==> src/rtl/sin_core_arbiter.sv <==
// Round-robin front end that shares one pipelined sine core among NREQ requesters and routes tagged results back.
// Define SIN_ARB_FIXED_PRIO_EN for fixed lowest-index-wins priority instead of round-robin.
module sin_core_arbiter #(
  parameter int NREQ    = 4,
  parameter int LATENCY = 36,
  parameter int IDW     = 3
) (
  input  logic                 i_clock,
  input  logic                 i_reset,
  input  logic [NREQ-1:0]      i_req,
  input  logic [32*NREQ-1:0]   i_data_in,
  output logic [NREQ-1:0]      o_grant,
  output logic [NREQ-1:0]      o_done,
  output logic [31:0]          o_result,
  output logic                 o_busy,
  output logic                 o_core_clk_en,
  output logic [31:0]          o_core_data,
  input  logic [31:0]          i_core_result
);

  logic [NREQ-1:0]  r_grant;
  logic [NREQ-1:0]  r_done;
  logic [31:0]      r_result;
  logic [31:0]      r_core_data;
  // Stage 0 holds the tag of the operand currently on core_data; stage LATENCY lines up with core_result.
  logic [LATENCY:0] r_tag_v;
  logic [IDW-1:0]   r_tag_id [0:LATENCY];

  logic [NREQ-1:0]  w_elig;
  logic             w_win;
  logic [IDW-1:0]   w_win_id;
  logic [31:0]      w_data;
  logic             w_en;
  logic             w_ret;
  logic [NREQ-1:0]  w_grant_1h;
  logic [NREQ-1:0]  w_done_1h;

  // A requester granted this cycle is excluded so its req can settle before the next operand.
  assign w_elig = i_req & ~r_grant;

`ifdef SIN_ARB_FIXED_PRIO_EN
  always_comb begin
    w_win    = 1'b0;
    w_win_id = '0;
    for (int k = NREQ - 1; k >= 0; k--) begin
      if (w_elig[k]) begin
        w_win    = 1'b1;
        w_win_id = IDW'(k);
      end
    end
  end
`else
  logic [IDW-1:0]    r_ptr;
  logic [2*NREQ-1:0] w_dbl;
  logic [NREQ-1:0]   w_rot;
  logic [IDW:0]      w_sum;

  assign w_dbl = {w_elig, w_elig} >> r_ptr;
  assign w_rot = w_dbl[NREQ-1:0];

  // w_rot[k] is requester (r_ptr + k) mod NREQ; the lowest set k is the round-robin winner.
  always_comb begin
    w_win    = 1'b0;
    w_win_id = '0;
    w_sum    = '0;
    for (int k = 0; k < NREQ; k++) begin
      if (!w_win && w_rot[k]) begin
        w_win = 1'b1;
        w_sum = {1'b0, r_ptr} + (IDW+1)'(k);
        if (w_sum >= (IDW+1)'(NREQ)) begin
          w_sum = w_sum - (IDW+1)'(NREQ);
        end
        w_win_id = w_sum[IDW-1:0];
      end
    end
  end

  always_ff @(posedge i_clock) begin
    if (i_reset) begin
      r_ptr <= '0;
    end else if (w_win) begin
      r_ptr <= (w_win_id == IDW'(NREQ - 1)) ? '0 : w_win_id + 1'b1;
    end
  end
`endif

  always_comb begin
    w_data = '0;
    for (int k = 0; k < NREQ; k++) begin
      if (w_win_id == IDW'(k)) begin
        w_data = i_data_in[32*k +: 32];
      end
    end
  end

  assign w_grant_1h = NREQ'(1) << w_win_id;
  assign w_done_1h  = NREQ'(1) << r_tag_id[LATENCY];

  // The core only advances while something is in flight, so the tag pipe shifts on the same enables.
  assign w_en  = (|r_grant) | (|r_tag_v);
  assign w_ret = w_en & r_tag_v[LATENCY];

  always_ff @(posedge i_clock) begin
    if (w_en) begin
      for (int k = LATENCY; k >= 1; k--) begin
        r_tag_id[k] <= r_tag_id[k-1];
      end
    end
    r_tag_id[0] <= w_win_id;

    if (i_reset) begin
      r_grant     <= '0;
      r_done      <= '0;
      r_result    <= '0;
      r_core_data <= '0;
      r_tag_v     <= '0;
    end else begin
      r_grant <= w_win ? w_grant_1h : '0;
      if (w_win) begin
        r_core_data <= w_data;
      end
      if (w_en) begin
        r_tag_v <= {r_tag_v[LATENCY-1:0], w_win};
      end else begin
        r_tag_v[0] <= w_win;
      end
      r_done <= w_ret ? w_done_1h : '0;
      if (w_ret) begin
        r_result <= i_core_result;
      end
    end
  end

  assign o_grant       = r_grant;
  assign o_done        = r_done;
  assign o_result      = r_result;
  assign o_busy        = |r_tag_v;
  assign o_core_clk_en = w_en;
  assign o_core_data   = r_core_data;

endmodule

==> config.mk <==
export PLATFORM = sky130hd
export DESIGN_NAME = sin_core_arbiter
export DESIGN_NICKNAME = d
export VERILOG_FILES = /design/src/rtl/sin_core_arbiter.sv
export SDC_FILE = /design/constraint.sdc
export NUM_CORES = 1
export LEC_CHECK = 0
export CAP_MARGIN = 20
export CORE_MARGIN = 2
export CORE_UTILIZATION = 40
export CTS_CLUSTER_DIAMETER = 50
export DETAILED_ROUTE_END_ITERATION = 10
export PLACE_DENSITY = 0.73
export SYNTH_ARGS = -nofsm -noshare
export SYNTH_HDL_FRONTEND = slang
export SYNTH_SLANG_ARGS = --single-unit
==> constraint.sdc <==
create_clock -name i_clock -period 3.8 [get_ports i_clock]
set_input_delay 0.38 -clock i_clock [delete_from_list [all_inputs] [get_ports i_clock]]
set_output_delay 0.38 -clock i_clock [all_outputs]
set_load 0.02 [all_outputs]
# ---- After elaboration in Yosys (flattened, before gate mapping)
# Memory sizes are Yosys's and may differ from the RTL's.
# Index checks and enable logic that the tools add are counted.
dict set report word_totals {
  regBits 112
  mem_bits_rw 111
  n_memories 1
}
# memory depth width read_ports rd_ports_with_merged_regs write_ports line_no
set memory_table {}
lappend memory_table {r_tag_id 37 3 37 0 37 27} ;# logic [IDW-1:0] r_tag_id [0:LATENCY];
dict set report classes {
  add_sub_neg 8
  order_cmp 4
  n_eq_ne 3
  n_shift 3
  muxes 19
  n_bitwise 6
  reduce_logical 11
}
# operator count
set ops {}
lappend ops {{$mux W32} 4}
lappend ops {{$reduce_or A37 Y1} 1}
lappend ops {{$mux W3} 9}
lappend ops {{$ge A4 B3 Y1 const B} 3}
lappend ops {{$sub A3 B3 Y3 const B} 4}
lappend ops {{$add A3 B2 Y4 const B} 2}
lappend ops {{$shl A1 B3 Y4 const A} 2}
lappend ops {{$shr A8 B3 Y4} 1}
lappend ops {{$eq A3 B2 Y1 const B} 2}
lappend ops {{$mux W1} 6}
lappend ops {{$add A3 B1 Y4 const B} 1}
lappend ops {{$and A4 B4 Y4} 1}
lappend ops {{$not A4 Y4} 1}
lappend ops {{$reduce_or A2 Y1} 2}
lappend ops {{$reduce_or A4 Y1} 1}
lappend ops {{$add A3 B1 Y3 const B} 1}
lappend ops {{$eq A3 B1 Y1 const B} 1}
lappend ops {{$ge A3 B3 Y1 const B} 1}
lappend ops {{$logic_and A1 B1 Y1} 3}
lappend ops {{$logic_not A1 Y1} 3}
lappend ops {{$logic_not A3 Y1} 1}
lappend ops {{$not A1 Y1} 2}
lappend ops {{$and A1 B1 Y1} 1}
lappend ops {{$or A1 B1 Y1} 1}

# ---- Depth between registers and ports, before layout
dict set report logic_depth {
  ltp_word 18
  ltp_mapped 17
  depth_no_buf 14
}

# ---- Least setup slack after synthesis
# No wires, ideal clock.
dict set report synth_path {
  kind {reg-to-reg}
  from {register r_tag_v[36]}
  to {memory r_tag_id[3][1], in the netlist r_tag_id[0][10] (enable)}
  setup_ns 1.018
  arrival_ns 2.922
  slack_ns -0.140
  stages_incl_launch_ff 6
  synth_period_minus_slack_ns 3.940
  cell_sequence {dfxtp_1 -> clkbuf_1 -> nor4_1 -> nand4_1 -> nor3_1 -> nand2_1}
}
# element line_no
set synth_rtl {}
lappend synth_rtl {{start: declaration} 26} ;# logic [LATENCY:0] r_tag_v;
lappend synth_rtl {{start signal: assignment} 123} ;# r_tag_v <= {r_tag_v[LATENCY-1:0], w_win};
lappend synth_rtl {{end: declaration} 27}

# ---- Worst setup path in the final report
dict set report layout_path {
  from {register r_ptr[0]}
  to {register r_core_data[10], in the netlist o_core_data[10]}
}
dict set report layout_via {
  elab_chain_len 16
}
# element line_no
set layout_rtl {}
lappend layout_rtl {{start: declaration} 53} ;# logic [IDW-1:0] r_ptr;
lappend layout_rtl {{start signal: assignment} 82} ;# r_ptr <= (w_win_id == IDW'(NREQ - 1)) ? '0 : w_win_id + 1'b1;
lappend layout_rtl {{branches (longest 16 deep; another with $add A3 B1 Y4)} -}
lappend layout_rtl {{end signal: assignment} 120} ;# r_core_data <= w_data;
lappend layout_rtl {{end: declaration} 24} ;# logic [31:0] r_core_data;
# Several ways; the timed one is not identified.
# A chain may end at the register's enable or synchronous reset.

==> impl_metrics.py <==
metrics = {
    "place": {
        "port_buffers": 239,
        "place_hpwl_um": 12700,
        "finalWeightedCongestion": 0.885,
    },
    "worst_setup_path": {
        "path_cells": "or3b_1, a21oi_1, o32a_1, nor3_1, or2_1, inv_1, ha_1, nor4_4, buf_12, nand3_1, a311oi_1",
        "worst_ep_required_time_ns": 4.20,
        "crit_path_end": "o_core_data[10]",
        "slowest_stage": "dfxtp_1",
        "worst-r2r-cell-count": 11,
        "r2r_end": "o_core_data[10]",
        "reg2reg_from": "r_ptr[0]",
        "crit_type": "reg -> reg",
        "cp.buffers_inverters": 2,
        "cp_max_fo": 26,
        "rrSetupSlack_ns": 0.30,
        "cp.arrival_ns": 3.90,
        "cpLargestDelayFamily": "simple AND/OR/NAND/NOR gates",
        "critPathLaunch": "r_ptr[0]",
        "crit_path_max_incr_delay_ns": 0.65,
        "crit_cells": 11,
        "start_kind": "register",
        "cp-end-kind": "register",
    },
    "power": {
        "seqPwrFrac_pct": 40.8,
        "net-switching-power_mw": 3.10,
        "sw_frac_of_total_pct": 31.7,
        "vdd_drop_max_v": 0.000633,
        "finalPower_mw": 9.77,
        "p_leak_nw": 4.54,
        "clockPowerShare_pct": 24.5,
        "comb_power_share_pct": 34.7,
        "intPower_mw": 6.67,
        "p_per_area_nw_per_um2": 811,
    },
    "finish": {
        "final_util_pct": 57.9,
        "diodes": 0,
        "regArea_um2": 5550,
        "multiInputGateArea_um2": 2690,
        "drive_gt1_share_pct": 7.79,
        "fin_nets": 1063,
        "area_delta_synth_final_pct": 43.4,
        "fillers": 1717,
    },
    "drt": {
        "vias_per_cell": 5.00,
        "dr.pass1.iters": 4,
        "wirelength_um": 18800,
        "drc": 0,
        "drt_iter0_drc": 241,
        "vias": 5939,
        "routedWlPerCell_um": 15.8,
        "ant_nets": 0,
    },
    "timing": {
        "fin_crit_sh_pct": 92.1,
        "drv_slew": 0,
        "worst_slew_pin_slew_ns": 0.701,
        "fmax_ghz": 0.286,
        "finalSetupViolCount": 0,
        "hold_violations": 0,
        "slew_headroom_pct": 53.3,
        "hold_slack_ns": 0.403,
        "rsz0062_at_grt": "no",
        "min_period_ns": 3.50,
        "skew_ns": 0.00495,
    },
    "outcome": {
        "status": "finished, final reports clean",
    },
    "synthesis": {
        "ys_seq_area_share_pct": 66.0,
        "async_flop_share_pct": 0,
        "synth_top_cell_area_share_pct": 38.6,
        "ys_top_cells_by_area": "edfxtp_1 39%, dfxtp_1 27%, mux2i_1 7.9%",
        "yosys_warnings": 0,
        "syn_area_per_cell_um2": 12.9,
        "syn_area_um2": 8410,
        "yosys.area.top_type": "edfxtp_1",
        "ys.flop_type": "dfxtp_1",
        "synth_cells": 652,
        "ys_ff_latch": 223,
        "netlist_top_cells_count": "115 x dfxtp_1, 108 x edfxtp_1, 71 x nor2_1",
        "synth.distinct_cells": 49,
        "syn-num-nets": 821,
        "synth_edf_count": 108,
        "yosysMostFrequentCell": "dfxtp_1",
    },
    "die": {
        "dieArea_um2": 22200,
        "die_h_um": 149,
        "io_pins": 240,
        "core-area_um2": 20800,
        "die_w_um": 149,
        "start_util_pct": 40.4,
        "rows": 53,
    },
    "grt": {
        "grt_antenna_before_repair": 2,
        "grtUsageTotal_pct": 16.5,
        "grt_max_degree": 109,
        "grt_pass1_wl_um": 29100,
        "grt_pass1_vias": 5629,
        "gr-total-overflow": 0,
    },
    "clock_tree": {
        "cts_root_buffer": "clkbuf_16",
        "clk-insertion-delay-late_ns": 0.50,
        "htreeDepth": 1,
        "clkTransAtPathRegs_ns": 0.06,
        "cts_tree": "yes",
        "cts_made_buffers": 24,
        "cts-resized-gates": 0,
        "cts_hold_buffers": 0,
        "post-cts-setup-buffers": 0,
        "clock-sinks": 223,
        "clock_path_buffers": 3,
    },
    "job": {
        "drv_cap": 0,
    },
    "worst_hold_path": {
        "worstHoldStart": "i_reset",
        "hold_class": "in -> reg",
    },
}
## final cells by class
type | count | area share [%]
repair buffers | 257 | 21.7
clock inverters | 12 | 1.10
multi-input cells | 382 | 22.3
flip-flops and latches | 223 | 46.0
well taps | 275 | 2.85
inverters | 6 | 0.187
clock buffers | 32 | 5.93
## through the flow
stage,TNS [ns],setup WS (ns),instances,instance area (µm²)
after CTS,0,0.298,1187,12100
after floorplan,0,0.236,652,8410
after detailed placement,-0.0708,-0.0203,1143,11200
after global placement,0,0.00185,1143,11200
after global routing,0,0.0357,1187,12100
final,0,0.300,1187,12100
## cells in the final DEF (no fill, tap or decap), types with 5 or more instances in the layout
cell type,count
mux2i_1,66
buf_12,7
inv_1,5
nor2_1,70
nand2b_1,30
o21ai_0,10
buf_4,11
clkdlybuf4s50_1,238
edfxtp_1,108
and2_1,35
nor4_1,13
nand3_1,27
a311oi_1,33
or4_1,6
dfxtp_1,114
clkbuf_16,26
a22o_1,32
nor2b_1,6
## state kept, by name (all words and copies together), names as in the netlist
signal and count:
o_done 4, r_tag_id 111, o_grant 4, r_tag_v 37, o_result 32, o_core_data 32, r_ptr 3
## how the worst min path moves through the flow
| stage | end | cells past startpoint |
|---|---|---|
| final | o_result[26] | 2 |
| after global routing | r_tag_id[4][2] | 0 |
| after CTS | o_result[26] | 2 |
| after detailed placement | r_tag_id[0][4] | 0 |
| after global placement | r_tag_id[0][5] | 0 |
| after floorplan | r_tag_id[0][3] | 0 |
## cells by family (layout without fill, tap and decap cells)
logic type                 count (synthesis)  after routing  synth area share [%]
muxes                                     67             67                  8.12
DFF                                      223            223                  66.0
AOI/OAI and AO/OA                         92             92                  8.87
adders and majority gates                  3              3                 0.446
and+or+nand+nor                          218            218                  14.1
other                                      1              1                0.0446
buffers and inverters                     47            307                  2.38
xor gates and xnor gates                   1              1                 0.104
## metal layers
layer / vias to the layer above / track usage (%) / routed length, µm
met5: - / 0 / 13
met4: 2 / 6.00 / 503
met3: 34 / 5.47 / 1800
met2: 237 / 28.1 / 8900
met1: 2762 / 19.6 / 7560
li1: 2904 / - / -
## power groups by stage
stage | Combinational, mW | Clock [mW] | Sequential (mW)
after floorplan | 2.06 | 0 | 4.08
after global placement | 3.39 | 0 | 3.99
after detailed placement | 3.43 | 0 | 4.01
after CTS | 3.43 | 2.47 | 3.99
after global routing | 3.70 | 2.56 | 4.06
final | 3.39 | 2.40 | 3.98
No activity file was read; power rests on OpenSTA's default activity.
